### config.mk
export PLATFORM = sky130hd
export DESIGN_NAME = ddc_hb_decim_cascade
export DESIGN_NICKNAME = d
export VERILOG_FILES = /design/src/rtl/ddc_hb_decim_cascade.sv
export SDC_FILE = /design/constraint.sdc
export NUM_CORES = 1
export LEC_CHECK = 0
export BUFFER_PORTS_ARGS = -buffer_cell sky130_fd_sc_hd__buf_4
export CAP_MARGIN = 20
export CORE_MARGIN = 2
export CORE_UTILIZATION = 60
export CTS_CLUSTER_DIAMETER = 30
export DETAILED_ROUTE_END_ITERATION = 10
export PLACE_DENSITY = 0.74
export SLEW_MARGIN = 20
export SYNTH_ARGS = -nofsm -noshare
export SYNTH_HDL_FRONTEND = slang
export SYNTH_SLANG_ARGS = --single-unit
### constraint.sdc
create_clock -name i_clock -period 8.45 [get_ports i_clock]
set_clock_uncertainty 0.05 [all_clocks]
set_input_delay 0.4225 -clock i_clock [delete_from_list [all_inputs] [get_ports i_clock]]
set_output_delay 0.4225 -clock i_clock [all_outputs]
set_load 0.01 [all_outputs]
### src/rtl/ddc_hb_decim_cascade.sv
// ddc_hb_decim_cascade
// Two cascaded half-band decimate-by-2 stages (S1 -> S2) for complex I/Q,
// giving an overall decimate-by-4 in the downconverter receive path.
// Push-only input: no backpressure anywhere.
//
// Each stage filters with h = [-1, 0, 9, 16, 9, 0, -1] (gain 32), rounds
// half-up with (acc + 16) >>> 5 and emits one sample for every second
// accepted input (the phase-1 sample). A stage registers its output on the
// edge that accepts its phase-1 sample, so input-to-o_valid latency is 2.
//
// Ports:
//   i_clock      - sole clock
//   i_reset      - synchronous active-high reset (clears filter state/outputs)
//   i_inph_data  - signed in-phase input sample   [WIDTH]
//   i_quad_data  - signed quadrature input sample [WIDTH]
//   i_valid      - input sample present this cycle
//   o_inph_data  - signed decimated in-phase output (held between pulses)
//   o_quad_data  - signed decimated quadrature output (held between pulses)
//   o_valid      - one-cycle pulse per decimated output sample
//
// Build option: define DDC_HB_SATURATE_EN to clamp each stage's rounded
// result to the WIDTH-bit signed range; otherwise the result wraps.
module ddc_hb_decim_cascade #(
  parameter int WIDTH = 16
) (
  input  logic             i_clock,
  input  logic             i_reset,
  input  logic [WIDTH-1:0] i_inph_data,
  input  logic [WIDTH-1:0] i_quad_data,
  input  logic             i_valid,
  output logic [WIDTH-1:0] o_inph_data,
  output logic [WIDTH-1:0] o_quad_data,
  output logic             o_valid
);

  localparam int ACC_W = WIDTH + 6;
  localparam logic signed [ACC_W-1:0] RND = ACC_W'(16);

  // Stage boundary buses: index 0 is the cascade input, index gi+1 is the
  // registered output of stage gi. Second index is the rail (0 = I, 1 = Q).
  logic [2:0][1:0][WIDTH-1:0] stg_dat;
  logic [2:0]                 stg_vld;

  assign stg_dat[0][0] = i_inph_data;
  assign stg_dat[0][1] = i_quad_data;
  assign stg_vld[0]    = i_valid;

  function automatic logic signed [ACC_W-1:0] sx(input logic signed [WIDTH-1:0] v);
    return {{(ACC_W-WIDTH){v[WIDTH-1]}}, v};
  endfunction

  genvar gi, gk;
  generate
    for (gi = 0; gi < 2; gi++) begin : g_stage
      logic phase_q;
      logic vld_q;

      // I and Q share one phase; a stage fires on its phase-1 sample.
      always_ff @(posedge i_clock) begin
        if (i_reset) begin
          phase_q <= 1'b0;
          vld_q   <= 1'b0;
        end else begin
          vld_q <= stg_vld[gi] & phase_q;
          if (stg_vld[gi]) begin
            phase_q <= ~phase_q;
          end
        end
      end

      assign stg_vld[gi+1] = vld_q;

      for (gk = 0; gk < 2; gk++) begin : g_rail
        logic signed [WIDTH-1:0] x_in;
        // hist_q[k] holds x[n-1-k] relative to the sample now on x_in, so
        // together with x_in it forms the 7-deep window x[n..n-6].
        logic signed [WIDTH-1:0] hist_q [6];
        logic signed [WIDTH-1:0] y_q;
        logic signed [WIDTH-1:0] y_d;
        logic signed [ACC_W-1:0] pair_outer;
        logic signed [ACC_W-1:0] pair_inner;
        logic signed [ACC_W-1:0] acc;
`ifdef DDC_HB_SATURATE_EN
        localparam logic signed [ACC_W-1:0] SAT_HI = ACC_W'((2 ** (WIDTH - 1)) - 1);
        localparam logic signed [ACC_W-1:0] SAT_LO = -SAT_HI - ACC_W'(1);
        logic signed [ACC_W-1:0] rnd;
`endif

        assign x_in = stg_dat[gi][gk];

        always_comb begin
          // Symmetric taps pre-added; x9 and x16 done as shift-adds.
          pair_outer = sx(x_in) + sx(hist_q[5]);
          pair_inner = sx(hist_q[1]) + sx(hist_q[3]);
          acc = (pair_inner <<< 3) + pair_inner + (sx(hist_q[2]) <<< 4) - pair_outer;
`ifdef DDC_HB_SATURATE_EN
          rnd = (acc + RND) >>> 5;
          if (rnd > SAT_HI) begin
            y_d = SAT_HI[WIDTH-1:0];
          end else if (rnd < SAT_LO) begin
            y_d = SAT_LO[WIDTH-1:0];
          end else begin
            y_d = rnd[WIDTH-1:0];
          end
`else
          // Keep only the low WIDTH bits: two's-complement wrap on overflow.
          y_d = WIDTH'((acc + RND) >>> 5);
`endif
        end

        always_ff @(posedge i_clock) begin
          if (i_reset) begin
            for (int k = 0; k < 6; k++) begin
              hist_q[k] <= '0;
            end
            y_q <= '0;
          end else if (stg_vld[gi]) begin
            hist_q[0] <= x_in;
            for (int k = 1; k < 6; k++) begin
              hist_q[k] <= hist_q[k-1];
            end
            if (phase_q) begin
              y_q <= y_d;
            end
          end
        end

        assign stg_dat[gi+1][gk] = y_q;
      end
    end
  endgenerate

  assign o_inph_data = stg_dat[2][0];
  assign o_quad_data = stg_dat[2][1];
  assign o_valid     = stg_vld[2];

endmodule

==> flow_metrics.tcl <==
set metrics [dict create \
    synth_xor_area_share_pct 4.03 \
    setup_tns_ps 0 \
    grt_max_degree 122 \
    drc 0 \
    drive_gt1_share_pct 9.94 \
    fin_nets 2974 \
    synth_simple_gate_area_share_pct 12.3 \
    status "complete, no violations" \
    setup_viol_count_final 0 \
    period_share_pct 80.0 \
    ys_top_cells_by_area "edfxtp_1 (41%), fa_1 (14%), ha_1 (9.8%)" \
    vias_per_cell 5.26 \
    fmax_ghz 0.148 \
    hold_class "input pin to register" \
    worstPathRequired_ps 8910 \
    grt_pass1_wl_um 87600 \
    yosysSeqAreaShare_pct 45.8 \
    initial_core_util_pct 60.6 \
    grt_setup_unrepaired "no" \
    synth-edff-count 384 \
    postRouteAntennaNets 0 \
    regToRegSetupSlack_ps 1690 \
    tightest_slew_ps 1020 \
    clock_latency_ps 630 \
    gr-total-overflow 0 \
    core_region_area_um2 46500 \
    yosys.area.top_type "edfxtp_1" \
    grt_pass1_vias 17573 \
    place.gp.congestion 0.850 \
    drt_wl_total_um 53300 \
    cts-htree-levels 3 \
    syn_area_per_cell_um2 11.7 \
    place_area_um2 29300 \
    io_buffers 67 \
    synth_area_um2 28200 \
    antenna_cells 0 \
    crit_type "register to register" \
    drt-wirelength-per-cell_um 16.6 \
    io_pins 68 \
    vias 16902 \
    syn_to_final_growth_pct 16.6 \
    cts.path.max_buffers 3 \
    ys.flop_type "edfxtp_1" \
    syn_nets 2850 \
    cts_tree "yes" \
    finalCriticalPeriod_ps 6760 \
    yosysWarnings 0 \
    rows 79 \
    slew_headroom_pct 31.8 \
    cts_resized 0 \
    track_usage_pct 22.8 \
    cap_violations 0 \
    worstPathMaxFanout 4 \
    die_w_um 221 \
    end_kind "register" \
    setup.worst_path.start_class "register" \
    drt_iter0_markers 1250 \
    synth_cells 2397 \
    finalPower_mw 12.1 \
    cp.arrival_ps 7220 \
    stdcell_count 3213 \
    drv_slew 0 \
    placed_cells 3025 \
    cts.clk_slew.worst_paths_ps 50 \
    fin_util_pct 70.7 \
    p_per_area_nw_per_um2 368 \
    muxShareOfSynthArea_pct 0 \
    first_pass_iters 7 \
    dp_hpwl_um 37200 \
    ys_ff_latch 452 \
    synthArstFlopShare_pct 0 \
    dieArea_um2 48700 \
    synth_compound_area_share_pct 7.16 \
    cts_buffers 101 \
    cts_root_buffer "clkbuf_16" \
    p_leak_nw 14.8 \
    yosys.cell_types.count 62 \
    cts_setup_buffers 0 \
    cts_hold_buf 0 \
    antenna_found_initial 0 \
    synth_fa_ha_area_share_pct 23.9 \
    synth_top_family_by_area "adder cells" \
    synth_top_cell_area_share_pct 41.0 \
    hold_viol 0 \
    finalInstanceArea_um2 32800 \
    vdd_drop_max_uv 209 \
    dieHeight_um 221 \
    cts.sinks 452 \
]
==> sequential cells by signal, indices dropped and copies added, names as in the netlist <==
register	flops
g_stage.g_rail.hist_q	384
g_stage.g_rail.y_q	32
g_stage.phase_q	2
g_stage.vld_q	1
o_inph_data	16
o_quad_data	16
o_valid	1
==> per-layer routing <==
metal  GRT usage (%)  part of all wire, %  up-vias
li1                -                    -     8180
met1            32.6                   48     8250
met2            35.8                   46      377
met3            4.12                  4.8       95
met4            7.38                  2.1        0
met5               0                    0        -
==> worst paths after layout <==
kind,from,to,cells past startpoint
max,g_stage[0].g_rail[0].hist_q[0][48],g_stage[0].g_rail[0].y_q[15],24
min,i_inph_data[6],g_stage[0].g_rail[0].hist_q[0][6],2
max reg2reg,g_stage[0].g_rail[0].hist_q[0][48],g_stage[0].g_rail[0].y_q[15],24
min reg2reg,o_inph_data[12],o_inph_data[12],2
==> kinds of logic (layout without fill, tap and decap cells) <==
family,after synthesis,after routing
simple gates,595,595
buf+inv,516,725
flops,452,452
fa+ha+maj,418,418
compound gates,288,288
xor+xnor,128,128
==> stage by stage <==
step	hold WS, ps	setup WS (ps)
6_report	34.5	1690
4_1_cts	7.58	1760
3_5_place_dp	399	1910
3_3_place_gp	395	2170
2_1_floorplan	405	2720
5_1_grt	22.6	1320
==> Yosys cell counts, types with 2 or more instances <==
cell type,count
xnor2_1,89
nand4_1,2
a2111oi_0,2
a31oi_1,6
inv_1,459
and3_1,4
nor2_1,47
nor2b_1,13
nor3_1,20
nor4_1,3
ha_1,220
o211ai_1,4
nand3b_1,2
edfxtp_1,384
fa_1,198
o21ai_0,39
clkbuf_1,56
nand3_1,17
a21oi_1,85
o21bai_1,8
a21o_1,36
or2_2,7
o31ai_1,6
a31o_2,2
a41oi_1,5
nand2b_1,16
dfxtp_1,68
a32o_1,6
or3_1,9
a211oi_1,9
a22o_1,47
a211o_1,4
o21a_1,11
and4_1,4
nand2_1,52
o21ai_1,2
and2_1,393
xor2_1,38
==> cell type report <==
| class | instances | area, um2 |
|---|---|---|
| clock buffers | 118 | 2730 |
| flip-flops and latches | 452 | 12900 |
| repair buffers | 78 | 586 |
| multi-input cells | 1429 | 13300 |
| well taps | 607 | 759 |
| clock inverters | 70 | 795 |
| inverters | 459 | 1720 |
| fillers | 3191 | 13600 |
==> cells in the final DEF (no fill, tap or decap), types with 36 or more instances in the layout <==
master / netlist / final
a21oi_1: 85 / 84
nor2_1: 47 / 47
a22o_1: 47 / 47
dfxtp_1: 68 / 68
edfxtp_1: 384 / 384
xnor2_1: 89 / 89
ha_1: 220 / 220
nand2_1: 52 / 52
clkbuf_16: 0 / 107
a21o_1: 36 / 36
and2_1: 393 / 392
buf_4: 0 / 78
inv_1: 459 / 459
o21ai_0: 39 / 39
xor2_1: 38 / 38
fa_1: 198 / 198
==> worst max-delay path, cell delays in order (launching register included) <==
cell and delay [ps]:
edfxtp_1 350, ha_1 180, inv_1 60, fa_1 410
and2b_1 260, o21ai_0 160, a2111oi_0 750, o31ai_1 220
and2_1 230, o21a_1 180, xnor2_1 250, ha_1 300
fa_1 530, inv_1 50, fa_1 480, inv_1 50
ha_1 320, a21oi_1 200, o21bai_1 120, a21oi_1 250
o41ai_4 140, a41oi_1 450, a21oi_2 110, xnor3_1 350
a22o_1 200
==> power by group <==
part           switching [mW]  internal, mW  leakage (nW)
Sequential              0.119          2.60          4.67
Clock                    1.25          2.75          1.70
Combinational            2.99          2.36          8.43
No activity file was read; power rests on OpenSTA's default activity.
